## config.mk

```make
export PLATFORM = sky130hd
export DESIGN_NAME = serial_add_sub
export DESIGN_NICKNAME = d
export VERILOG_FILES = /design/src/rtl/serial_arith_pkg.sv /design/src/rtl/fas_cell.sv /design/src/rtl/serial_add_sub.sv
export SDC_FILE = /design/constraint.sdc
export NUM_CORES = 1
export LEC_CHECK = 0
export ABC_AREA = 0
export CAP_MARGIN = 40
export CELL_PAD_IN_SITES_DETAIL_PLACEMENT = 0
export CELL_PAD_IN_SITES_GLOBAL_PLACEMENT = 1
export CORE_UTILIZATION = 40
export DETAILED_ROUTE_END_ITERATION = 8
export PLACE_DENSITY_LB_ADDON = 0.1
export SLEW_MARGIN = 20
export SYNTH_ARGS = -nofsm -noshare
export SYNTH_HDL_FRONTEND = slang
export SYNTH_SLANG_ARGS = --single-unit
export TNS_END_PERCENT = 30
```

## constraint.sdc

```tcl
create_clock -name clk -period 1.9 [get_ports clk]
set_clock_uncertainty 0.15 [all_clocks]
set_input_delay 0.285 -clock clk [delete_from_list [all_inputs] [get_ports clk]]
set_output_delay 0.285 -clock clk [all_outputs]
set_load 0.02 [all_outputs]
```

## src/rtl/serial_arith_pkg.sv

```systemverilog
// Shared types and constants for the bit-serial add/subtract datapath.
package serial_arith_pkg;

    typedef enum logic [1:0] {
        IDLE = 2'd0,
        RUN  = 2'd1,
        DONE = 2'd2
    } state_t;

    localparam logic MODE_ADD = 1'b0;
    localparam logic MODE_SUB = 1'b1;

endpackage

```

## src/rtl/fas_cell.sv

```systemverilog
// One-bit full adder / full subtractor selected by mode; purely combinational.
module fas_cell
    import serial_arith_pkg::*;
(
    input  logic x,
    input  logic y,
    input  logic c,
    input  logic mode,
    output logic s,
    output logic co
);

    always_comb begin
        s = x ^ y ^ c;
        // In subtract mode c/co are borrow-in/borrow-out of x - y - c.
        if (mode == MODE_SUB) begin
            co = (~x & y) | (~(x ^ y) & c);
        end else begin
            co = (x & y) | (x & c) | (y & c);
        end
    end

endmodule

```

## src/rtl/serial_add_sub.sv

```systemverilog
// LSB-first bit-serial adder/subtractor: one bit per clock through a single
// shared cell, carry/borrow kept in a flop, start/busy/done handshake.
module serial_add_sub
    import serial_arith_pkg::*;
#(
    parameter int WIDTH = 8,
    parameter int CNT_W = $clog2(WIDTH + 1)
) (
    input  logic             clk,
    input  logic             rst_n,
    input  logic             start,
    input  logic             mode,
    input  logic [WIDTH-1:0] a,
    input  logic [WIDTH-1:0] b,
    output logic [WIDTH-1:0] result,
    output logic             cout,
    output logic             busy,
    output logic             done
);

    localparam logic [CNT_W-1:0] LAST_BIT = CNT_W'(WIDTH - 1);

    state_t           state;
    logic [WIDTH-1:0] a_sh;
    logic [WIDTH-1:0] b_sh;
    logic [WIDTH-1:0] r_sh;
    logic [CNT_W-1:0] cnt;
    logic             carry;
    logic             mode_r;
    logic             cell_s;
    logic             cell_co;
    logic             accept;

    fas_cell u_cell (
        .x    (a_sh[0]),
        .y    (b_sh[0]),
        .c    (carry),
        .mode (mode_r),
        .s    (cell_s),
        .co   (cell_co)
    );

    // A new operation is only taken when not mid-computation; DONE accepts
    // too so back-to-back operations lose no extra cycle.
    assign accept = start && ((state == IDLE) || (state == DONE));

    always_ff @(posedge clk or negedge rst_n) begin
        if (!rst_n) begin
            state  <= IDLE;
            a_sh   <= '0;
            b_sh   <= '0;
            r_sh   <= '0;
            cnt    <= '0;
            carry  <= 1'b0;
            mode_r <= MODE_ADD;
            result <= '0;
            cout   <= 1'b0;
            busy   <= 1'b0;
            done   <= 1'b0;
        end else if (accept) begin
            state  <= RUN;
            a_sh   <= a;
            b_sh   <= b;
            mode_r <= mode;
            carry  <= 1'b0;
            cnt    <= '0;
            busy   <= 1'b1;
            done   <= 1'b0;
        end else begin
            case (state)
                RUN: begin
                    a_sh  <= a_sh >> 1;
                    b_sh  <= b_sh >> 1;
                    r_sh  <= {cell_s, r_sh[WIDTH-1:1]};
                    carry <= cell_co;
                    cnt   <= cnt + 1'b1;
                    if (cnt == LAST_BIT) begin
                        result <= {cell_s, r_sh[WIDTH-1:1]};
                        cout   <= cell_co;
                        state  <= DONE;
                        busy   <= 1'b0;
                        done   <= 1'b1;
                    end
                end
                DONE: begin
                    state <= IDLE;
                    done  <= 1'b0;
                end
                IDLE: begin
                    busy <= 1'b0;
                    done <= 1'b0;
                end
                default: begin
                    state <= IDLE;
                    busy  <= 1'b0;
                    done  <= 1'b0;
                end
            endcase
        end
    end

endmodule
```

==> reports/metrics.yaml <==
outcome:
  status: "completed"
sta:
  setup_viol: 0
  rsz0062_at_grt: "false"
  setup-tns-final_ns: 0
  post-route-min-period_ns: 1.704
  timing.fmax_ghz: 0.5869
  slew_headroom: 0.6649
  whs_ns: 0.3043
  worst_pin_slew_ns: 0.5026
  slew_viol_final: 0
  hold_viol: 0
  period_share: 0.8968
synthesis:
  synth_seq_cells: 42
  synth_area_per_cell_um2: 10.44
  ys_async_sr_fraction: 1.000
  synth_edf_count: 0
  ys.flop_type: "dfrtp_1"
  syn-cell-area_um2: 1805
  synth_cell_types: 29
  synthCells: 173
  yosysSeqAreaShare: 0.5821
  synthesis.nets: 196
  ys.warnings.count: 0
global_routing:
  grt_max_degree: 19
  grt_pass1_vias: 1399
  grtUsageTotal: 0.1688
  grt_remaining_overflow: 0
  grt_pass1_wl_um: 6382
  grt_antenna_before_repair: 0
worst_setup_path:
  cp_num_buf_inv: 1
  worst_ep_arrival_time_ns: 1.27
  endpoint_kind: "output pin"
  cp_max_fo: 3
  worstPathRequired_ns: 1.46
  critPathMaxStageDelay_ns: 0.61
  crit_cells: 1
  regToRegSetupSlack_ns: 0.21
  critPathKind: "reg2out"
  critPathSlowestCell: "clkdlybuf4s50_1"
  worstSetupStartpointType: "flop"
  critical_path.top_delay_family: "buffers and inverters"
  reg2regPathDepth: 4
  path_cells: "clkdlybuf4s50_1"
place:
  place_congestion: 0.8092
  port_buffers: 30
  dp_hpwl_um: 2551
clocking:
  numCtsBuffers: 5
  cts_sinks: 42
  worst_skew_pair.late_latency_ns: 0.29
  cts.clk_slew.worst_paths_ns: 0.08
  clockBufferDepth: 2
  root_buffer: "clkbuf_8"
  cts_resized: 0
  cts_tree: "built"
  htreeDepth: 2
cells_and_area:
  fin_nets: 233
  final_common_cell: "nand2_1"
  n_fill_cell: 410
  syn_to_final_growth_pct: 26.40
  insertedDiodeCount: 0
  drive_above_1_share: 0.1374
  layout_common_cells: "nand2_1, dfrtp_1, clkdlybuf4s50_1, nor2_1, a31oi_1"
power:
  p_comb_frac: 0.429
  netSwitchingFraction: 0.3774
  power.leakage_nw: 1.048
  seqPwrFrac: 0.417
  power_density_nw_per_um2: 1667
  intPower_mw: 2.368
  pwr-share-clk: 0.154
  power.net_switching_mw: 1.435
  peakVddDrop_uv: 692.3
route:
  via_per_inst: 5.038
  drt-pass1-iter-count: 4
  postRouteAntennaNets: 0
  totalWireLength_um: 3598
  routed-via-count: 1325
  drc: 0
  routedWlPerCell_um: 13.68
  drt_iter0_markers: 60
die:
  die_w_um: 69.19
  start_util: 0.4147
  io_pins: 31
  fp.dieH_um: 69.19
  die-area_um2: 4787
  core_um2: 4354
  row_count: 24
min_path:
  hp-class: "in2async"
flow_run:
  cap_violations: 0
-- synth_stat cells, types with 3 or more instances --
library cell | number | share of area
buf_4 | 3 | 0.012
dfrtp_1 | 42 | 0.58
a31oi_1 | 10 | 0.035
nand2_1 | 54 | 0.11
inv_1 | 3 | 0.0062
nor2_1 | 13 | 0.027
buf_2 | 6 | 0.017
mux2i_1 | 3 | 0.017
nand3_1 | 4 | 0.011
mux2_2 | 9 | 0.056
-- cells by family (layout without fill, tap and decap cells) --
group,count (synthesis),in the layout,share of synthesized area
adders and majority gates,3,3,0.02911
DFF,42,42,0.5821
buffers and inverters,13,51,0.03742
and+or+nand+nor,80,80,0.1892
muxes,13,13,0.08108
AOI/OAI and AO/OA,22,22,0.08109
-- registers in the layout, summed over array words and instances, names as in the netlist --
register  cells
a_sh          8
b_sh          8
busy          1
carry         1
cnt           4
cout          1
done          1
mode_r        1
r_sh          7
result        8
state         2
-- path summary, 6_finish.rpt --
path,from,endpoint
max in group asynchronous,rst_n,result[4]
worst max register to register,cnt[0],result[7]
worst min register to register,r_sh[1],r_sh[1]
min in group clk,r_sh[1],r_sh[1]
worst min-delay path,rst_n,a_sh[4]
worst max-delay path,busy,busy
-- power by group through the flow --
stage | combinational (mW) | sequential (mW) | clock (mW)
floorplan | 0.988 | 1.67 | 0
global placement | 1.60 | 1.58 | 0
detailed placement | 1.65 | 1.60 | 0
CTS | 1.66 | 1.59 | 0.613
global route | 1.82 | 1.64 | 0.650
finish | 1.63 | 1.59 | 0.588
-- layout make-up --
cell class              instances  area [um^2]  share of cell area
flip-flops and latches         42         1051              0.4605
multi-input cells             118        686.9              0.3010
repair buffers                 40        372.9              0.1634
clock buffers                   6        82.58             0.03618
well taps                      52        65.06             0.02851
clock inverters                 2        12.51            0.005482
inverters                       3        11.26            0.004934
-- layer usage --
metal  up-vias  global-route usage  part of all wire  wire [um]
met2        32              0.2826              0.48       1710
li1        649                   -                 -          -
met1       635              0.2095              0.47       1704
met3         9             0.04215             0.034        121
met4         0             0.06576             0.017         61
met5         -                   0                 0          0
-- repair_timing --
| item | 4_1_cts | 5_1_grt |
|---|---|---|
| buffers inserted | 0 | 0 |
| endpoints found under the hold margin | 16 | 0 |
| hold buffers | 1 | 0 |
-- per-stage QoR --
stage	utilization	total power, mW	instances	setup slack (ns)	area [um^2]
after floorplan	-	2.660	173	0.3474	1805
after global placement	0.5000	3.180	254	0.2368	2177
after detailed placement	0.5000	3.248	254	0.1788	2177
after CTS	0.5241	3.860	263	0.1797	2282
after global routing	0.5241	4.115	263	0.1145	2282
final	0.5241	3.804	263	0.1960	2282
Note: power is estimated with default switching activity, not from simulation.
